==> config.mk <==
export PLATFORM = sky130hd
export DESIGN_NAME = binning_nxn
export DESIGN_NICKNAME = d
export VERILOG_FILES = /design/src/rtl/binning_nxn.sv
export SDC_FILE = /design/constraint.sdc
export NUM_CORES = 2
export LEC_CHECK = 0
export CORE_MARGIN = 2
export CORE_UTILIZATION = 55
export CTS_CLUSTER_DIAMETER = 50
export DETAILED_ROUTE_END_ITERATION = 8
export PLACE_DENSITY = 0.68
export SLEW_MARGIN = 20
export SYNTH_ARGS = -nofsm -noshare
export SYNTH_HDL_FRONTEND = slang
export SYNTH_SLANG_ARGS = --single-unit
==> constraint.sdc <==
create_clock -name clk_in -period 26.2 [get_ports clk_in]
set_input_delay 3.93 -clock clk_in [delete_from_list [all_inputs] [get_ports clk_in]]
set_output_delay 3.93 -clock clk_in [all_outputs]
set_load 0.05 [all_outputs]
==> src/rtl/binning_nxn.sv <==
// K x K pixel binning stage: folds a raster pixel stream into one combined pixel per block.
// Combine mode (threshold-count, mean, max) and threshold are latched at each frame start.
module binning_nxn #(
    parameter int HRES        = 1280,
    parameter int VRES        = 720,
    parameter int DATA_WIDTH  = 1,
    parameter int KERNEL_SIZE = 4,
    localparam int LOG_K  = $clog2(KERNEL_SIZE),
    localparam int HWIDTH = $clog2(HRES),
    localparam int VWIDTH = $clog2(VRES),
    localparam int ACC_W  = DATA_WIDTH + 2 * LOG_K
) (
    input  logic                    clk_in,
    input  logic                    rst_in,
    input  logic [HWIDTH-1:0]       hcount_in,
    input  logic [VWIDTH-1:0]       vcount_in,
    input  logic [DATA_WIDTH-1:0]   pixel_data_in,
    input  logic                    data_valid_in,
    input  logic [1:0]              mode_in,
    input  logic [ACC_W-1:0]        threshold_in,
    output logic [DATA_WIDTH-1:0]   pixel_data_out,
    output logic [HWIDTH-LOG_K-1:0] hcount_out,
    output logic [VWIDTH-LOG_K-1:0] vcount_out,
    output logic                    data_valid_out
);
    localparam int COLS = HRES / KERNEL_SIZE;
    localparam int ROWS = VRES / KERNEL_SIZE;
    localparam int CW   = HWIDTH - LOG_K;
    localparam int RW   = VWIDTH - LOG_K;
    localparam int AW   = $clog2(COLS);
    localparam logic [HWIDTH:0] HLIM = (HWIDTH + 1)'(COLS * KERNEL_SIZE);
    localparam logic [VWIDTH:0] VLIM = (VWIDTH + 1)'(ROWS * KERNEL_SIZE);
    localparam logic [1:0] MODE_MEAN = 2'd1;
    localparam logic [1:0] MODE_MAX  = 2'd2;

    typedef logic [ACC_W-1:0] acc_t;

    function automatic acc_t max_acc(input acc_t a, input acc_t b);
        return (a > b) ? a : b;
    endfunction

    logic            frame_seen_r;
    logic [1:0]      mode_r;
    acc_t            thr_r;
    acc_t            acc_r;
    logic            start_s, active_s, close_s, first_row_s, emit_row_s;
    acc_t            pix_ext_s, h_s;
    logic [CW-1:0]   col_s;
    logic [RW-1:0]   row_s;
    logic            s1_valid_r, s1_first_r, s1_emit_r;
    acc_t            s1_h_r, rd_r;
    logic [CW-1:0]   s1_col_r;
    logic [RW-1:0]   s1_row_r;
    acc_t            v_s, mean_s;
    logic [DATA_WIDTH-1:0] binned_s;
    logic            s2_valid_r;
    logic [DATA_WIDTH-1:0] s2_pix_r;
    logic [CW-1:0]   s2_col_r;
    logic [RW-1:0]   s2_row_r;
    acc_t            col_mem [COLS];

    // Stage E: frame gating, horizontal group accumulation and group-close detection.
    always_comb begin
        start_s     = data_valid_in && (hcount_in == {HWIDTH{1'b0}}) && (vcount_in == {VWIDTH{1'b0}});
        active_s    = data_valid_in && (frame_seen_r || start_s);
        col_s       = hcount_in[HWIDTH-1:LOG_K];
        row_s       = vcount_in[VWIDTH-1:LOG_K];
        pix_ext_s   = acc_t'(pixel_data_in);
        if (hcount_in[LOG_K-1:0] == {LOG_K{1'b0}}) begin
            h_s = pix_ext_s;
        end else if (mode_r == MODE_MAX) begin
            h_s = max_acc(acc_r, pix_ext_s);
        end else begin
            h_s = acc_r + pix_ext_s;
        end
        // Partial groups past the last full column never close.
        close_s     = active_s && (hcount_in[LOG_K-1:0] == {LOG_K{1'b1}})
                      && ({1'b0, hcount_in} < HLIM);
        first_row_s = (vcount_in[LOG_K-1:0] == {LOG_K{1'b0}});
        emit_row_s  = (vcount_in[LOG_K-1:0] == {LOG_K{1'b1}}) && ({1'b0, vcount_in} < VLIM);
    end

    // Stage E+1: merge the closed group with the column entry, then apply the combine mode.
    always_comb begin
        mean_s = {ACC_W{1'b0}};
        if (s1_first_r) begin
            v_s = s1_h_r;
        end else if (mode_r == MODE_MAX) begin
            v_s = max_acc(rd_r, s1_h_r);
        end else begin
            v_s = rd_r + s1_h_r;
        end
        case (mode_r)
            MODE_MEAN: begin
                mean_s   = v_s >> (2 * LOG_K);
                binned_s = mean_s[DATA_WIDTH-1:0];
            end
            MODE_MAX: binned_s = v_s[DATA_WIDTH-1:0];
            default:  binned_s = (v_s > thr_r) ? {DATA_WIDTH{1'b1}} : {DATA_WIDTH{1'b0}};
        endcase
    end

    // Control state, pipeline registers and registered outputs.
    always_ff @(posedge clk_in) begin
        if (rst_in) begin
            frame_seen_r   <= 1'b0;
            mode_r         <= 2'd0;
            thr_r          <= {ACC_W{1'b0}};
            acc_r          <= {ACC_W{1'b0}};
            s1_valid_r     <= 1'b0;
            s1_first_r     <= 1'b0;
            s1_emit_r      <= 1'b0;
            s1_h_r         <= {ACC_W{1'b0}};
            s1_col_r       <= {CW{1'b0}};
            s1_row_r       <= {RW{1'b0}};
            s2_valid_r     <= 1'b0;
            s2_pix_r       <= {DATA_WIDTH{1'b0}};
            s2_col_r       <= {CW{1'b0}};
            s2_row_r       <= {RW{1'b0}};
            pixel_data_out <= {DATA_WIDTH{1'b0}};
            hcount_out     <= {CW{1'b0}};
            vcount_out     <= {RW{1'b0}};
            data_valid_out <= 1'b0;
        end else begin
            if (start_s) begin
                frame_seen_r <= 1'b1;
                mode_r       <= mode_in;
                thr_r        <= threshold_in;
            end
            if (active_s) begin
                acc_r <= h_s;
            end
            s1_valid_r <= close_s;
            if (close_s) begin
                s1_h_r     <= h_s;
                s1_col_r   <= col_s;
                s1_row_r   <= row_s;
                s1_first_r <= first_row_s;
                s1_emit_r  <= emit_row_s;
            end
            s2_valid_r <= s1_valid_r && s1_emit_r;
            if (s1_valid_r) begin
                s2_pix_r <= binned_s;
                s2_col_r <= s1_col_r;
                s2_row_r <= s1_row_r;
            end
            data_valid_out <= s2_valid_r;
            if (s2_valid_r) begin
                pixel_data_out <= s2_pix_r;
                hcount_out     <= s2_col_r;
                vcount_out     <= s2_row_r;
            end
        end
    end

    // Column buffer: registered read at group close, write-back of the merged value one cycle later.
    always_ff @(posedge clk_in) begin
        if (close_s) begin
            rd_r <= col_mem[col_s[AW-1:0]];
        end
        if (s1_valid_r && !rst_in) begin
            col_mem[s1_col_r[AW-1:0]] <= v_s;
        end
    end
endmodule

== Yosys cells after proc, flatten, opt, wreduce, memory -nomap -nowiden ==
Memories as Yosys holds them, arrays and structs flattened. A register that Yosys moved wholly into a read port is not among the register bits.
Index checks and enable logic that the tools add are counted.
Widths: inputs -> output; s select.

* Register bits after elaboration: 76
* Bits in latches: 0
* Bits in writable memories: 1600
* ROM bits: 0
* Output and inout bits: 19
* Word-level logic and storage cells: 54
* Memories: 1

{| class="wikitable"
|+ Memories
! memory !! depth !! width !! read ports !! clocked after Yosys merged registers in !! wr ports !! line !! source
|-
| col_mem || 320 || 5 || 1 || 1 || 1 || 60 || <nowiki>acc_t col_mem [COLS];</nowiki>
|}

* Add/subtract/negate cells: 2
* $mul: 0
* Divide/modulo/power cells: 0
* Magnitude comparators: 5
* Eq/ne operators: 4
* Shifts and indexed selects: 0
* Muxes and demuxes: 10
* Bitwise gates (word level): 0
* Reduce and logical (&&, ||, !) cells: 14

{| class="wikitable"
|+ Operators by type and width
! cell !! count
|-
| $mux 5 || 6
|-
| $logic_not 11->1 || 1
|-
| $lt 11x11->1 const B || 1
|-
| $gt 5x5->1 || 2
|-
| $logic_not 10->1 || 1
|-
| $lt 10x10->1 const B || 1
|-
| $logic_and 1x1->1 || 8
|-
| $eq 2x2->1 const B || 3
|-
| $add 5x1->5 || 1
|-
| $add 5x5->5 || 1
|-
| $gt 5x1->1 || 1
|-
| $logic_not 2->1 || 2
|-
| $mux 1 || 3
|-
| $eq 2x1->1 const B || 1
|-
| $pmux 1 s2 || 1
|-
| $logic_not 1->1 || 1
|-
| $logic_or 1x1->1 || 1
|}

== Logic depth before layout (Yosys ltp) ==
* Word-level depth: 7
* Depth in mapped cells: 17
* Depth with buffers taken out: 17

== Worst setup path before layout ==
No wires, ideal clock.

* Path type: flip-flop to flip-flop
* Start: register rd_r[2], read port of col_mem
* End: memory col_mem[0][2] (netlist name), data pin
* Setup time: 2694 ps
* Arrival: 14045 ps
* Required time: 23506 ps
* Slack: 9461 ps
* Cell stages (with the launch flop): 8
* Buffers on the path: 0
* Path through: edfxtp_1 > ha_1 > and3_1 > a221o_1 > a21oi_1 > a31oi_1 > a31oi_1 > o21ai_0

* Word-level cells in the longest chain between the ends: 4

{| class="wikitable"
|+ Ends and longest elaborated chain
! element !! line !! source
|-
| from (decl) || 51 || <nowiki>acc_t s1_h_r, rd_r;</nowiki>
|-
| $gt 5x5->1 || 39 || <nowiki>return (a > b) ? a : b;</nowiki>
|-
| $mux 5 || 39 ||
|-
| $mux 5 * || 88 || <nowiki>end else if (mode_r == MODE_MAX) begin</nowiki>
|-
| $mux 5 * || 86 || <nowiki>if (s1_first_r) begin</nowiki>
|-
| net v_s[2] || 54 || <nowiki>acc_t v_s, mean_s;</nowiki>
|-
| to (decl) || 60 ||
|}

The timed path passes the listed nets; every way through them passes the cells marked *.

== Worst setup path after layout ==
* Start: input hcount_in[2]
* End: register rd_r[2], read port of col_mem, data pin

* Word-level cells in the longest chain between the ends: 7

{| class="wikitable"
|+ Ends and longest elaborated chain
! element !! line !! source
|-
| from (decl) || 15 || <nowiki>input logic [HWIDTH-1:0] hcount_in,</nowiki>
|-
| parallel branches: the longest is 7 deep, another holds $lt 11x11->1 || n/a ||
|}

Several ways; the timed one is not identified.
A chain may end at the register's enable or synchronous reset.

==> metrics.txt <==
fraction of layout cells with a size suffix above 1=20.7%; nets@finish=3,604; dominant register cell in the synthesized netlist=sky130_fd_sc_hd__edfxtp_1; cell taking the most area after synthesis=sky130_fd_sc_hd__edfxtp_1; antenna violations before repair=4; most area-consuming cells after synthesis=sky130_fd_sc_hd__edfxtp_1, sky130_fd_sc_hd__mux4_2, sky130_fd_sc_hd__nor2_1, sky130_fd_sc_hd__dfxtp_1, sky130_fd_sc_hd__mux2i_1; Worst Setup Start Kind=input pin; Slew headroom=around 22%; number of slew-limit violations in the final report=0; transition time at the pin with the least slew margin=about 1200 ps; routed via count divided by cell count=between 6 and 7; net count after synthesis=3,531; highest ir drop seen on vdd=0.0565 mV; remaining global-route overflow=0; RR Startpoint=rd_r[2]$_DFFE_PP_; fraction of post-synthesis cell area in the top cell type by area=between 70% and 80%; top-level I/O count=51; TritonCTS Buffers=~170; DRT antenna net count=0; critical path class=input pin to register; number of buffers inserted to repair setup after CTS=0; clock group share of total power=43.6%; capture endpoint of the worst hold path=s1_emit_r$_SDFFE_PP0P_; #FFs+latches synth=1,681; final period demand of the worst path=8450 ps; Worst Setup End Kind=register; R2R cell count=10; share of the cycle needed by the critical path after routing=32.2%; fraction of power consumed by combinational cells=3.7%; start point of the worst hold path=s1_emit_r$_SDFFE_PP0P_; die area=124,000 µm²; die outline width=352 µm; pin count of the biggest net entering global routing=253; setup repair after global routing missed its margin=false; relative area change from synthesis to final layout=11.4%; hold violation total from the final report=0; cell with the most instances after synthesis=sky130_fd_sc_hd__edfxtp_1; post-detail-place hpwl=99.2 mm; setup TNS=0 ps; Req. time, crit path=26,730 ps; sequential power share=52.7%; power density cells=roughly 74 nW/µm²; fill count=8,188; cell area after technology mapping=roughly 67,000 µm²; max-cap violation count=0; endpoints failing setup=0; Die H=352 µm; hold crit path type=register to register; run status=finished clean; # H-tree levels=4; clock insertion delay at the later pin of the skew report=between 700 and 800 ps; Pwr Total=roughly 0.0055 W; worst clock skew=35.3 ps; switching power of the nets=around 0.0011 W; peak fanout along the critical path=64; cell count of the worst hold path=2; root buffer selected by CTS=sky130_fd_sc_hd__clkbuf_16; data arrival time of the critical path=~9000 ps; Resized cells post-CTS=0; initial core utilization=~56%; GRT Overall Usage=a little over a quarter; global-route wire length before repair=246 mm; total number of clock tree sinks=1,681; total number of placement rows=around 130; area taken by multi-input logic gates=approximately 16,000 µm²; IO buf count=50; Netlist cell types=74; number of enable-type register cells in the synthesized netlist=~1.6k; switching part of the total power=around 21%; sequential standard cell area=49,700 µm²; TritonRoute pass-1 iters=9; routability congestion estimate from global placement=just under 0.9; CTS max path bufs=3; final routed wire length divided by cell count=around 32 µm; count of synthesis-stage warnings from yosys=0; fraction of the yosys area taken by sequential cells=74.6%; Detailed Route WL=168 mm; f_max=0.118 GHz; synthesized instance count=approximately 3.5k; internal portion of total power=0.00436 W; initial detailed-routing violation count=4,837; async set-or-reset flop fraction in the synthesized netlist=0%; leading cell types by count after synthesis=sky130_fd_sc_hd__edfxtp_1, sky130_fd_sc_hd__nor2_1, sky130_fd_sc_hd__mux4_2; reg-to-reg endpoint=col_mem[316][2]$_DFFE_PP_; internal reg-to-reg setup slack=21,500 ps; via count of the routed design=34.9k; hold buffer count at CTS=0; number of global-route vias before repair=approximately 35k; number of diodes added for antenna fixing=0; synthesized area per cell=19.1 µm²; leakage=23.0 nW; final core utilization=roughly three fifths; CORE AREA=120,000 µm²; TritonCTS clock tree=built; residual DRC count=0; Reg clk slew, reported paths=~60 ps
-- power groups by stage --
stage               Sequential [W]  Combinational, W  Clock (W)
global route               0.00289          0.000211    0.00252
global placement           0.00295          0.000200          0
detailed placement         0.00295          0.000202          0
finish                     0.00290          0.000203    0.00240
CTS                        0.00290          0.000203    0.00242
floorplan                  0.00295          0.000137          0
-- flip-flops by register name (all words and copies together), names as in the netlist --
register,flops
s1_emit_r,1
mode_r,2
s2_row_r,8
s2_col_r,9
rd_r,5
s1_valid_r,1
s1_col_r,9
pixel_data_out,1
s2_valid_r,1
s1_h_r,5
s1_row_r,8
vcount_out,8
thr_r,5
col_mem,1600
frame_seen_r,1
hcount_out,9
s2_pix_r,1
s1_first_r,1
acc_r,5
data_valid_out,1
-- cells in the final DEF (no fill, tap or decap), types with 9 or more instances in the layout --
cell / netlist / routed
sky130_fd_sc_hd__a211oi_1: 10 / 10
sky130_fd_sc_hd__a21oi_1: 67 / 67
sky130_fd_sc_hd__a221o_1: 13 / 13
sky130_fd_sc_hd__a221oi_1: 25 / 25
sky130_fd_sc_hd__a22oi_1: 37 / 36
sky130_fd_sc_hd__a31oi_1: 11 / 11
sky130_fd_sc_hd__buf_4: 16 / 64
sky130_fd_sc_hd__bufinv_16: 0 / 16
sky130_fd_sc_hd__clkbuf_1: 113 / 28
sky130_fd_sc_hd__clkbuf_16: 0 / 173
sky130_fd_sc_hd__clkdlybuf4s50_1: 0 / 43
sky130_fd_sc_hd__clkinv_1: 2 / 34
sky130_fd_sc_hd__clkinv_2: 0 / 26
sky130_fd_sc_hd__dfxtp_1: 76 / 76
sky130_fd_sc_hd__edfxtp_1: 1605 / 1605
sky130_fd_sc_hd__ha_1: 19 / 19
sky130_fd_sc_hd__inv_1: 26 / 26
sky130_fd_sc_hd__mux2_2: 10 / 10
sky130_fd_sc_hd__mux2i_1: 152 / 152
sky130_fd_sc_hd__mux4_2: 392 / 392
sky130_fd_sc_hd__nand2_1: 138 / 129
sky130_fd_sc_hd__nand2_2: 0 / 9
sky130_fd_sc_hd__nand2b_1: 11 / 11
sky130_fd_sc_hd__nand3_1: 35 / 31
sky130_fd_sc_hd__nand4_1: 10 / 10
sky130_fd_sc_hd__nor2_1: 415 / 413
sky130_fd_sc_hd__nor2b_1: 16 / 12
sky130_fd_sc_hd__nor3_1: 17 / 16
sky130_fd_sc_hd__o211ai_1: 13 / 13
sky130_fd_sc_hd__o21ai_0: 51 / 49
sky130_fd_sc_hd__o22ai_1: 10 / 10
-- per-stage QoR --
| step | cell area, µm² | setup WS [ps] | cells | hold WS (ps) |
|---|---|---|---|---|
| 6_report | 74200 | 17750 | 5301 | 454 |
| 5_1_grt | 74200 | 17390 | 5301 | 480 |
| 4_1_cts | 74100 | 17720 | 5299 | 457 |
| 3_5_place_dp | 68600 | 16870 | 4991 | 446 |
| 3_3_place_gp | 68600 | 16570 | 4990 | 443 |
| 2_1_floorplan | 66600 | 9460 | 3479 | 428 |
-- worst max path at each step --
| stage | endpoint | depth (start not counted) | from | slack (ps) |
|---|---|---|---|---|
| 6_report | rd_r[2]$_DFFE_PP_ | 9 | hcount_in[2] | 17750 |
| 4_1_cts | rd_r[2]$_DFFE_PP_ | 9 | hcount_in[2] | 17720 |
| 3_3_place_gp | rd_r[4]$_DFFE_PP_ | 9 | hcount_in[2] | 16570 |
| 3_5_place_dp | rd_r[2]$_DFFE_PP_ | 9 | hcount_in[2] | 16870 |
| 2_1_floorplan | col_mem[0][2]$_DFFE_PP_ | 7 | rd_r[2]$_DFFE_PP_ | 9460 |
| 5_1_grt | rd_r[2]$_DFFE_PP_ | 9 | hcount_in[2] | 17390 |
-- routing by layer --
metal	wire (µm)	global-route usage, %	vias up
met5	0	0	-
met2	80900	43.2	2032
li1	-	-	14200
met1	64200	38.3	18300
met3	16200	4.79	372
met4	6800	10.6	0
-- layout make-up --
| cell class | count | area share (%) |
|---|---|---|
| sequential | 1681 | 67.0 |
| multi-input combinational | 1549 | 21.2 |
| timing repair buffer | 121 | 1.53 |
| clock inverter | 105 | 1.40 |
| inverter | 30 | 0.155 |
| tap | 1612 | 2.72 |
| clock buffer | 203 | 6.01 |
-- cells by family after synthesis --
family | synth area share [%]
AO/OA/AOI/OAI | 2.98
buffers and inverters | 1.95
flip-flops | 74.6
adder cells (fa/ha/maj) | 0.387
AND/OR/NAND/NOR | 4.25
multiplexers | 15.7
XOR/XNOR | 0.0789
-- worst max-delay path, stage by stage --
cell and delay [ps]:
sky130_fd_sc_hd__buf_8 500, sky130_fd_sc_hd__buf_4 760, sky130_fd_sc_hd__buf_4 790, sky130_fd_sc_hd__buf_4 650
sky130_fd_sc_hd__mux4_2 580, sky130_fd_sc_hd__mux4_2 530, sky130_fd_sc_hd__a22oi_1 340, sky130_fd_sc_hd__a22oi_1 300
sky130_fd_sc_hd__o32a_1 370
Power figures use the tool's default switching activity.
